[src/rtl/fc_pkg.sv]
// rtl/fc_pkg.sv - shared FSM state encoding and default sizes for the FC layer sequencer
package fc_pkg;

  typedef enum logic [1:0] {
    IDLE  = 2'd0,
    RUN   = 2'd1,
    DRAIN = 2'd2,
    DONE  = 2'd3
  } fc_state_t;

  localparam int FC_N_IN     = 512;
  localparam int FC_N_OUT    = 64;
  localparam int FC_LANES    = 8;
  localparam int FC_PIPE_LAT = 8;

endpackage

[src/rtl/valid_delay_line.sv]
// rtl/valid_delay_line.sv - DEPTH-stage 1-bit shift register with asynchronous clear
module valid_delay_line #(
  parameter int DEPTH = 8
) (
  input  logic clk,
  input  logic rst,
  input  logic din,
  output logic dout
);

  logic [DEPTH-1:0] sr;

  always_ff @(posedge clk or posedge rst) begin
    if (rst) begin
      sr <= '0;
    end else begin
      sr[0] <= din;
      for (int k = 1; k < DEPTH; k++) begin
        sr[k] <= sr[k-1];
      end
    end
  end

  assign dout = sr[DEPTH-1];

endmodule

[src/rtl/fc_layer_sequencer.sv]
// rtl/fc_layer_sequencer.sv - FC layer address/strobe sequencer; FC_SEQ_PERF_EN adds stall_cnt
module fc_layer_sequencer
  import fc_pkg::*;
#(
  parameter int N_IN     = FC_N_IN,
  parameter int N_OUT    = FC_N_OUT,
  parameter int LANES    = FC_LANES,
  parameter int PIPE_LAT = FC_PIPE_LAT,
  parameter int AW_IN    = (N_IN > 1) ? $clog2(N_IN) : 1,
  parameter int AW_W     = ((N_IN * N_OUT / LANES) > 1) ? $clog2(N_IN * N_OUT / LANES) : 1,
  parameter int GW       = ((N_OUT / LANES) > 1) ? $clog2(N_OUT / LANES) : 1
) (
  input  logic             clk,
  input  logic             rst,
  input  logic             start,
  input  logic             mem_ready,
  output logic             busy,
  output logic             done,
  output logic [AW_IN-1:0] act_addr,
  output logic [AW_W-1:0]  w_addr,
  output logic             dp_valid,
  output logic             dp_first,
  output logic             dp_last,
  output logic             wb_en,
  output logic [GW-1:0]    wb_group
`ifdef FC_SEQ_PERF_EN
  ,
  output logic [31:0]      stall_cnt
`endif
);

  localparam int G = N_OUT / LANES;
  localparam logic [AW_IN-1:0] I_LAST = AW_IN'(N_IN - 1);
  localparam logic [GW-1:0]    G_LAST = GW'(G - 1);

  generate
    if (N_OUT % LANES != 0) begin : g_bad_lanes
      $error("fc_layer_sequencer: N_OUT must be a multiple of LANES");
    end
    if (PIPE_LAT < 1) begin : g_bad_lat
      $error("fc_layer_sequencer: PIPE_LAT must be at least 1");
    end
  endgenerate

  fc_state_t        state, state_nxt;
  logic [AW_IN-1:0] i_cnt;
  logic [GW-1:0]    g_cnt;
  logic             start_ok;
  logic             elem_last;
  logic             issue_final;

  assign start_ok    = (state == IDLE) && start;
  assign elem_last   = (i_cnt == I_LAST);
  assign issue_final = dp_valid && elem_last && (g_cnt == G_LAST);

  always_ff @(posedge clk or posedge rst) begin
    if (rst) state <= IDLE;
    else     state <= state_nxt;
  end

  always_comb begin
    state_nxt = state;
    busy      = 1'b0;
    done      = 1'b0;
    dp_valid  = 1'b0;
    case (state)
      IDLE:  if (start) state_nxt = RUN;
      RUN: begin
        busy     = 1'b1;
        dp_valid = mem_ready;
        if (mem_ready && elem_last && (g_cnt == G_LAST)) state_nxt = DRAIN;
      end
      DRAIN: begin
        busy = 1'b1;
        if (wb_en && (wb_group == G_LAST)) state_nxt = DONE;
      end
      DONE: begin
        done      = 1'b1;
        state_nxt = IDLE;
      end
      default: state_nxt = IDLE;
    endcase
  end

  assign dp_first = dp_valid && (i_cnt == '0);
  assign dp_last  = dp_valid && elem_last;
  assign act_addr = i_cnt;

  // Counters return to zero after the final issue so an idle block shows clean addresses.
  always_ff @(posedge clk or posedge rst) begin
    if (rst) begin
      i_cnt  <= '0;
      g_cnt  <= '0;
      w_addr <= '0;
    end else if (start_ok || issue_final) begin
      i_cnt  <= '0;
      g_cnt  <= '0;
      w_addr <= '0;
    end else if (dp_valid) begin
      w_addr <= w_addr + AW_W'(1);
      if (elem_last) begin
        i_cnt <= '0;
        g_cnt <= g_cnt + GW'(1);
      end else begin
        i_cnt <= i_cnt + AW_IN'(1);
      end
    end
  end

  valid_delay_line #(
    .DEPTH(PIPE_LAT)
  ) u_wb_delay (
    .clk (clk),
    .rst (rst),
    .din (dp_last),
    .dout(wb_en)
  );

  always_ff @(posedge clk or posedge rst) begin
    if (rst)                wb_group <= '0;
    else if (start_ok)      wb_group <= '0;
    else if (wb_en)         wb_group <= (wb_group == G_LAST) ? '0 : wb_group + GW'(1);
  end

`ifdef FC_SEQ_PERF_EN
  always_ff @(posedge clk or posedge rst) begin
    if (rst)                                                 stall_cnt <= '0;
    else if (start_ok)                                       stall_cnt <= '0;
    else if (state == RUN && !mem_ready && stall_cnt != '1)  stall_cnt <= stall_cnt + 32'd1;
  end
`endif

endmodule

[config.mk]
export PLATFORM = sky130hd
export DESIGN_NAME = fc_layer_sequencer
export DESIGN_NICKNAME = d
export VERILOG_FILES = /design/src/rtl/fc_pkg.sv /design/src/rtl/valid_delay_line.sv /design/src/rtl/fc_layer_sequencer.sv
export SDC_FILE = /design/constraint.sdc
export NUM_CORES = 1
export LEC_CHECK = 0
export CAP_MARGIN = 0
export CELL_PAD_IN_SITES_DETAIL_PLACEMENT = 1
export CELL_PAD_IN_SITES_GLOBAL_PLACEMENT = 2
export CORE_MARGIN = 10
export CORE_UTILIZATION = 29
export CTS_CLUSTER_DIAMETER = 30
export DETAILED_ROUTE_END_ITERATION = 10
export PLACE_DENSITY_LB_ADDON = 0.1
export SYNTH_ARGS = -nofsm -noshare
export SYNTH_HDL_FRONTEND = slang
export SYNTH_SLANG_ARGS = --single-unit
[constraint.sdc]
create_clock -name clk -period 1.7 [get_ports clk]
set_clock_uncertainty 0.05 [all_clocks]
set_input_delay 0.34 -clock clk [delete_from_list [all_inputs] [get_ports clk]]
set_output_delay 0.34 -clock clk [all_outputs]
set_load 0.05 [all_outputs]
==> summary.txt <==
Outcome
  – Status: finished, violations left
  – Failing checks: setup timing

STA
  – Achievable frequency: 0.508 GHz
  – Final Hold Viols: 0
  – Final worst-path cycle share: 1.16
  – Setup ws final: -0.267 ns
  – TNS Setup: -1.89 ns
  – Worst slew pin tran: 0.302 ns
  – RSZ-0062 raised after global routing: true
  – Worst slew margin: 0.798
  – Max-slew violations: 0
  – Final setup violation count: 21
  – Crit path time final: 1.97 ns

Routing
  – Final wirelength: 6.20 mm
  – Initial drt markers: 48
  – TritonRoute pass-1 iters: 4
  – Drc violations: 0
  – Via count: 1655
  – DR WL/cell: 18.4 um
  – DRT antenna net count: 0
  – Routed vias/inst: 4.91

Critical path
  – CP Launch Type: flip-flop
  – Crit Path Category: reg -> out
  – Worst Path Arrival: 1.58 ns
  – Reg-to-Reg Start: act_addr[0]
  – FF-to-FF End: state[0]
  – CP Max Fanout: 2
  – Required time of the worst setup path: 1.31 ns
  – Worst R2R Path Depth: 10
  – Crit path capture type: output port
  – Flop2flop setup slack: -0.19 ns

Logic synthesis
  – Sequential-to-total area share from yosys stat: 0.518
  – Post-Syn Area: 1790 um2
  – Synth Area per Inst: 10.8 um2
  – Yosys reg bits: 37
  – Top FF cell, synth: dfrtp_1
  – Syn_nets: 183
  – Asr flop ratio synth: 1.00
  – Synth warn: 0
  – Mapped Cells: 166
  – Synth unique cells: 38
  – Post-synth EDFFs: 0

Floorplan
  – Die Height: 98.5 um
  – Starting Density: 0.300
  – Core Region: 5960 um2
  – Num rows: 28
  – IO Pins: 34
  – Die area: 9710 um2
  – Die W: 98.5 um

Placement
  – Post-DP HPWL: 4.27 mm
  – Post-placement cell area: 2860 um2
  – Port Buffers: 33
  – Routability cong.: 0.758

GRT
  – Met2 Use GR: 0.223
  – Vias in the first global route: 1910
  – Tot GR Track Use: 0.125
  – First-pass GRT wire length: 9.99 mm
  – Antenna violations before repair: 0
  – Met3 usage in global routing: 0.0307
  – Largest net degree at the start of global routing: 38
  – Global route overflow: 0
  – GRT met1 Usage: 0.143
  – Most used routing layer: met2

Clocking
  – Total CTS buffers: 5
  – Clock root buffer master: clkbuf_8
  – Clk_lat worst skew: 0.29 ns
  – # hold bufs at CTS: 0
  – H-tree Lvls: 2
  – Clock slew at reported path FFs: 0.09 ns
  – Clock tree buffer depth: 2
  – Clk sink count: 37
  – CTS tree: done

Power and ir drop
  – Max VDD drop: 0.00132 V
  – Pwr Density: 1240 nW/um2
  – LEAKAGE: 1.52 nW

Hold path
  – Hold WC Path Type: reg -> reg
  – Hold endpoint: u_wb_delay.sr[6]
  – Min-delay src: u_wb_delay.sr[5]
  – Hold depth: 0

Layout
  – N_diodes: 0
  – Design area: 3440 um2
  – NumNets Final: 278
  – Area growth syn-to-layout: 92.4%
  – Layout cells sized above 1: 0.607
  – Final Core Density: 0.578

Job
  – Max-Cap Viols: 0
-- cell usage after synthesis, types with 2 or more instances --
cell type  instances  area, um2
a21oi_1            7       35.0
a22o_1             2       17.5
and3_1             2       12.5
dfrtp_1           37        926
ha_1              13        163
inv_1              9       33.8
mux2i_1            2       20.0
nand2_1            8       30.0
nand2b_1           2       12.5
nand3_1            8       40.0
nand4_1            5       31.3
nor2_1            21       78.8
nor3_1             4       20.0
nor3b_1            4       30.0
o21ai_0            6       30.0
or3_1              3       18.8
xnor2_1            4       35.0
xor2_1             9       78.8
-- timing repair --
item                                    4_1_cts  5_1_grt
gates cloned                                  1        0
buffers inserted                             11        9
resized for setup                            26       49
pin swaps                                    14       26
endpoints found under the setup margin       20       34
-- power breakdown --
group          total, mW  switching (mW)  leakage [nW]  internal [mW]
Combinational       2.54            1.25         0.974           1.29
Sequential          1.06          0.0874         0.498          0.969
Clock              0.660           0.363        0.0447          0.296
Total               4.25            1.70          1.52           2.55
-- cell type report --
type / count / area, um2
inverter: 9 / 46.3
tap: 75 / 93.8
clock inverter: 3 / 25.0
multi-input combinational: 119 / 1150
fill: 624 / 2520
clock buffer: 5 / 68.8
timing repair buffer: 89 / 1120
sequential: 37 / 935
-- worst max path at each step --
| stage | startpoint | to | slack [ns] |
|---|---|---|---|
| floorplan | act_addr[1] | w_addr[10] | -0.29 |
| global placement | start | w_addr[3] | -0.18 |
| detailed placement | start | w_addr[7] | -0.23 |
| CTS | act_addr[0] | dp_last | -0.28 |
| global route | act_addr[0] | dp_last | -0.33 |
| finish | act_addr[0] | dp_last | -0.27 |
-- through the flow --
| stage | cells | hold WS [ns] | total power, mW | setup slack [ns] |
|---|---|---|---|---|
| final | 337 | 0.304 | 4.25 | -0.267 |
| after CTS | 329 | 0.308 | 4.01 | -0.283 |
| after detailed placement | 309 | 0.287 | 3.03 | -0.232 |
| after global routing | 337 | 0.318 | 4.49 | -0.327 |
| after global placement | 309 | 0.285 | 2.98 | -0.182 |
| after floorplan | 166 | 0.281 | 2.04 | -0.289 |
-- cell families (layout without fill, tap and decap cells) --
kind of cell	count (synthesis)	after routing	share of synthesized area
AND/OR/NAND/NOR	66	66	0.195
flip-flops	37	37	0.518
AO/OA/AOI/OAI	23	24	0.0875
adder cells (fa/ha/maj)	13	13	0.0910
XOR/XNOR	13	13	0.0637
buffers and inverters	11	106	0.0280
multiplexers	3	3	0.0175
-- per-layer routing --
layer,vias up,routed length (um)
met5,-,0
met4,0,73
met3,8,209
met2,25,3350
met1,852,2560
li1,770,-
-- critical path, stage by stage (launching register included) --
cell and delay, ns:
dfrtp_2 0.44, ha_4 0.18, nand3_4 0.07, nor2_4 0.04, ha_4 0.17, nand3_4 0.09
clkinvlp_4 0.12, buf_12 0.16
-- placed cells by master (no fill, tap or decap), types with 2 or more instances in the layout --
master / netlist / routed
nor2_2: 1 / 5
o21ai_2: 0 / 2
nand3_1: 8 / 2
o21ai_0: 6 / 4
clkbuf_8: 0 / 5
nand2_1: 8 / 5
nand3_2: 1 / 3
ha_1: 13 / 7
ha_4: 0 / 5
a21oi_1: 7 / 6
xor2_2: 0 / 4
a21o_4: 0 / 2
or3_1: 3 / 2
dfrtp_2: 0 / 7
clkinvlp_4: 0 / 3
a22o_1: 2 / 2
a21oi_2: 1 / 2
buf_6: 1 / 16
xnor2_1: 4 / 4
nand3_4: 0 / 4
dfrtp_1: 37 / 30
nand2_4: 0 / 2
nor3b_2: 0 / 3
nor2_1: 21 / 14
buf_12: 0 / 31
nor2_4: 0 / 3
mux2i_1: 2 / 2
nand4_1: 5 / 5
buf_4: 0 / 39
inv_4: 0 / 2
inv_1: 9 / 4
xor2_1: 9 / 5
nor3_2: 0 / 4
clkdlybuf4s50_1: 0 / 3
-- registers in the layout (all words and copies together), names as in the netlist --
signal         count
g_cnt              3
state              2
act_addr           9
w_addr            12
wb_group           3
u_wb_delay.sr      8
Power figures use the tool's default switching activity.
